--- config.mk ---
export PLATFORM = sky130hd
export DESIGN_NAME = sipo_collector
export DESIGN_NICKNAME = d
export VERILOG_FILES = /design/src/rtl/sipo_collector.sv
export SDC_FILE = /design/constraint.sdc
export NUM_CORES = 1
export LEC_CHECK = 0
export ABC_AREA = 1
export BUFFER_PORTS_ARGS = -buffer_cell sky130_fd_sc_hd__buf_4
export CAP_MARGIN = 20
export CORE_AREA = 10 10 47 49
export DETAILED_ROUTE_END_ITERATION = 10
export DIE_AREA = 0 0 57 59
export GPL_TIMING_DRIVEN = 0
export SLEW_MARGIN = 0
export SYNTH_ARGS = -nofsm -noshare
export SYNTH_HDL_FRONTEND = slang
export SYNTH_SLANG_ARGS = --single-unit
--- constraint.sdc ---
create_clock -name clk -period 2.05 [get_ports clk]
set_input_delay 0.3075 -clock clk [delete_from_list [all_inputs] [get_ports clk]]
set_output_delay 0.3075 -clock clk [all_outputs]
set_load 0.05 [all_outputs]
--- src/rtl/sipo_collector.sv ---
`default_nettype none
// ============================================================================
//  Module   : sipo_collector
//  Purpose  : Serial-in parallel-out word collector with a 1-deep valid/ready
//             holding register and a sticky overrun flag.
//  Revision : 1.0  initial release
// ============================================================================
module sipo_collector #(
    parameter int WIDTH     = 4,
    parameter bit LSB_FIRST = 1'b1
) (
    input  logic                     clk,
    input  logic                     clr,
    input  logic                     sin,
    input  logic                     sin_valid,
    input  logic                     sync,
    output logic [WIDTH-1:0]         dout,
    output logic                     dout_valid,
    input  logic                     dout_ready,
    output logic [$clog2(WIDTH):0]   bit_cnt,
    output logic                     overrun
);

    localparam int              CW   = $clog2(WIDTH) + 1;
    localparam logic [CW-1:0]   LAST = CW'(WIDTH - 1);

    typedef enum logic [0:0] {
        EMPTY = 1'b0,
        FULL  = 1'b1
    } state_t;

    state_t             state;
    state_t             state_next;
    logic [WIDTH-1:0]   sr;
    logic [WIDTH-1:0]   sr_shift;
    logic               shift_en;
    logic               word_done;
    logic               load;
    logic               drop;

    generate
        if (LSB_FIRST) begin : g_lsb_first
            assign sr_shift = {sin, sr[WIDTH-1:1]};
        end else begin : g_msb_first
            assign sr_shift = {sr[WIDTH-2:0], sin};
        end
    endgenerate

    // sync suppresses any strobe in the same cycle.
    assign shift_en   = sin_valid & ~sync;
    assign word_done  = shift_en & (bit_cnt == LAST);
    assign dout_valid = (state == FULL);

    always_comb begin
        state_next = state;
        load       = 1'b0;
        drop       = 1'b0;
        case (state)
            EMPTY: begin
                if (word_done) begin
                    load       = 1'b1;
                    state_next = FULL;
                end
            end
            FULL: begin
                if (word_done) begin
                    // Consumer taking the old word frees the slot for the new one.
                    if (dout_ready) begin
                        load = 1'b1;
                    end else begin
                        drop = 1'b1;
                    end
                end else if (dout_ready) begin
                    state_next = EMPTY;
                end
            end
            default: state_next = EMPTY;
        endcase
    end

    always_ff @(posedge clk) begin
        if (clr) begin
            state <= EMPTY;
        end else begin
            state <= state_next;
        end
    end

    always_ff @(posedge clk) begin
        if (clr) begin
            sr      <= '0;
            bit_cnt <= '0;
            dout    <= '0;
            overrun <= 1'b0;
        end else begin
            if (sync) begin
                sr      <= '0;
                bit_cnt <= '0;
            end else if (sin_valid) begin
                sr      <= sr_shift;
                bit_cnt <= word_done ? '0 : bit_cnt + 1'b1;
            end
            if (load) begin
                dout <= sr_shift;
            end
            if (drop) begin
                overrun <= 1'b1;
            end
        end
    end

endmodule
`default_nettype wire

# After elaboration in Yosys (flattened, before gate mapping)

Index checks and enable logic that the tools add are counted.
W data, S select, Z words.

Shift-type cells: 0
Div/mod/pow operators: 0
Bitwise operators: 4
Equality and inequality tests: 1
Multiplexer cells: 10
$mul: 0
$add $sub $neg: 1
Reduce and logical (&&, ||, !) cells: 1
Magnitude comparators: 0

Operators with widths:

| cell                  | count |
|---|---|
| $mux W1               | 7 |
| $pmux W1 S2           | 2 |
| $add A3 B1 Y3 const B | 1 |
| $eq A3 B2 Y1 const B  | 1 |
| $mux W3               | 1 |
| $and A1 B1 Y1         | 2 |
| $not A1 Y1            | 2 |
| $reduce_or A2 Y1      | 1 |

Logic and storage cells: 22
Memories: 0
Bits in registers: 13
Bits in latches: 0
Output and inout port bits: 9
ROM bits: 0
Bits in writable memories: 0

# Longest topological paths before layout

Depth in word-level cells: 5
Depth in mapped cells: 7

# Worst setup path after synthesis

Ideal clock, no wire load.

Path type: reg-to-reg
Start: reg bit_cnt[1]
End: reg dout[0]
Clock period less this slack: 1.458 ns
Cell stages (with the launch flop): 7
Setup slack: 0.592 ns
Data arrival time: 1.345 ns
Data required time: 1.937 ns
Cells stage by stage: dfxtp_1 -> ha_1 -> inv_1 -> nor2_2 -> nand3_4 -> nor2_1 -> nor2_1

Word-level cells in the longest chain between the ends: 4
Elaborated cells on any way between the ends: 5

RTL lines:

| what                       | RTL line | RTL |
|---|---|---|
| from (decl)                | 20       | `output logic [$clog2(WIDTH):0] bit_cnt,` |
| from (signal assigned)     | 101      | `bit_cnt <= word_done ? '0 : bit_cnt + 1'b1;` |
| $eq A3 B2 Y1 (*)           | 51       | `assign word_done = shift_en & (bit_cnt == LAST);` |
| $and A1 B1 Y1 (*)          | 51       |  |
| $mux W1 (on tied branches) | 66, 60   |  |
| $pmux W1 S2 (*)            | 58       | `case (state)` |
| to (signal assigned)       | 104      | `dout <= sr_shift;` |
| to (decl)                  | 17       | `output logic [WIDTH-1:0] dout,` |

Every way passes the cells marked *; elsewhere a longest branch is shown, timed or not.
A chain may end at the register's enable or synchronous reset.

# Worst setup path after layout

Start: reg bit_cnt[2]
End: out bit_cnt[2]

No word-level cell between the ends.

==> impl_metrics.tcl <==
set metrics [dict create \
    syn_nets 77 \
    cts_buffers 3 \
    antenna_found_initial 0 \
    slowest_delay_ns 0.40 \
    synth-simple-area-share_pct 29.98 \
    postSynthCellCount 70 \
    min_path_type "primary input to flop" \
    synth_cell_types 13 \
    first_global_vias 474 \
    dp_hpwl_um 842.5 \
    drt-pass1-iter-count 4 \
    drv_slew 0 \
    pre_cts_ws_ns 0.8582 \
    post_cts_buffers 0 \
    worstSkewPairLatency_ns 0.27 \
    path_clk_slew_ns 0.08 \
    synth-adder-area-share_pct 2.457 \
    worst_slack_ns 0.8398 \
    cp_num_buf_inv 1 \
    crit_path_end_kind "output pin" \
    nNetsFinal 96 \
    fmax_ghz 0.8263 \
    post_cts_resized 0 \
    slew_headroom_pct 86.84 \
    fin_cells 104 \
    first_iter_violations 8 \
    cts_tree "yes" \
    cts_hold_buf 0 \
    start_util_pct 36.34 \
    leakagePower_nw 0.3245 \
    portBuffers 14 \
    cts_sinks 12 \
    clockRootBuffer "clkbuf_4" \
    dieArea_um2 3363 \
    path_cells "buf_4" \
    wl_per_cell_um 9.837 \
    htreeDepth 1 \
    placed_cell_area_um2 634.4 \
    crit_slowest_cell "dfxtp_1" \
    vias 469 \
    path_class "flop to output pin" \
    fin_skew_ns 0.003098 \
    cp.arrival_ns 0.90 \
    hold_viol_final 0 \
    cp-start-kind "flop" \
    drc 0 \
    ys_seq_area_share_pct 47.17 \
    synth_xor_area_share_pct 0 \
    power_density_nw_per_um2 681.5 \
    core_area_um2 1401 \
    fin_setup_tns_ns 0 \
    yosys_warnings 0 \
    dp_cells 100 \
    overflow 0 \
    path_max_fanout 5 \
    fin_crit_sh_pct 59.03 \
    gp_congestion 0.7428 \
    area_growth_pct 31.70 \
    status "completed" \
    die_w_um 57 \
    final_core_util_pct 47.86 \
    netlist_area_um2 509.2 \
    die_h_um 59 \
    crit_family "flip-flops" \
    ir_drop_mv 0.4165 \
    rsz0062_at_grt "false" \
    groute.usage.overall_pct 7.552 \
    multi_input_area_um2 220.2 \
    drv_cap 0 \
    synth_top_family_by_area "simple AND/OR/NAND/NOR gates" \
    crit_required_ns 1.74 \
    period_minus_slack_ns 1.210 \
    tightest_slew_ns 0.1967 \
    setup_viol 0 \
    postRouteAntennaNets 0 \
    grt_pass1_wl_um 2001 \
    syn_avg_cell_area_um2 7.275 \
    ys_seq_elements 12 \
    grt_max_degree 9 \
    routed_wl_um 1023 \
    seqCellArea_um2 240.2 \
    fp-row-count 14 \
    num-fill-cells 152 \
    antenna_cells 0 \
    fin_area_um2 670.6 \
    synth_compound_area_share_pct 10.81 \
    vias_per_cell 4.510 \
    p_total_mw 0.4570 \
    io_pins 15 \
    drive_above_1_share_pct 25.00 \
    clock_path_buffers 2 \
    muxShareOfSynthArea_pct 0 \
    hold_slack_ns 0.2197 \
]
power breakdown:
group	total [mW]	leakage, nW	switching (mW)	internal, mW
Sequential	0.238	0.0971	0.00211	0.236
Clock	0.186	0.0210	0.0784	0.108
Combinational	0.0326	0.206	0.0202	0.0124
sequential cells by signal, indices dropped and copies added, names as in the netlist:
signal,count
overrun,1
sr,3
bit_cnt,3
dout,4
dout_valid,1
area by class of cell:
type | instances | share of cell area, %
inverter | 13 | 7.276
clock buffer | 4 | 5.410
sequential | 12 | 35.82
multi-input combinational | 45 | 32.84
timing repair buffer | 14 | 15.67
tap | 16 | 2.985
per-layer routing:
layer	vias up	share of wire [%]	track usage, %
met5	-	0	0
met4	0	0.98	4.027
met3	2	8.3	5.150
met2	10	51	12.09
met1	208	40	7.212
li1	249	-	-
synthesized netlist by cell type:
cell,number,area (um^2)
nand3b_1,1,7.510
dfxtp_1,12,240.2
nand3_4,1,17.52
inv_1,12,45.04
nor2_2,1,6.260
o21ai_0,3,15.01
a21oi_1,8,40.04
ha_1,1,12.51
nor2_4,1,11.26
inv_2,1,3.750
nand3_1,1,5.000
nor2_1,9,33.78
nand2_1,19,71.32
final timing paths:
path / from / to / slack, ns / cells past startpoint
worst max register to register: bit_cnt[0] / dout[3] / 0.87 / 7
worst min register to register: overrun / overrun / 0.45 / 2
worst min-delay path: clr / overrun / 0.22 / 2
worst max-delay path: bit_cnt[2] / bit_cnt[2] / 0.84 / 1
kinds of logic (layout without fill, tap and decap cells):
family | count (synthesis) | after routing
AND/OR/NAND/NOR | 33 | 33
buffers and inverters | 13 | 31
AO/OA/AOI/OAI | 11 | 11
flip-flops | 12 | 12
adder cells (fa/ha/maj) | 1 | 1
placed cells by master, fill, tap and decap left out:
| cell type | netlist | routed |
|---|---|---|
| nand2_1 | 19 | 19 |
| buf_4 | 0 | 14 |
| clkbuf_8 | 0 | 1 |
| clkbuf_4 | 0 | 3 |
| nor2_2 | 1 | 1 |
| nor2_4 | 1 | 1 |
| ha_1 | 1 | 1 |
| nor2_1 | 9 | 9 |
| inv_2 | 1 | 1 |
| nand3b_1 | 1 | 1 |
| dfxtp_1 | 12 | 12 |
| o21ai_0 | 3 | 3 |
| nand3_4 | 1 | 1 |
| inv_1 | 12 | 12 |
| nand3_1 | 1 | 1 |
| a21oi_1 | 8 | 8 |
Power figures use the tool's default switching activity.
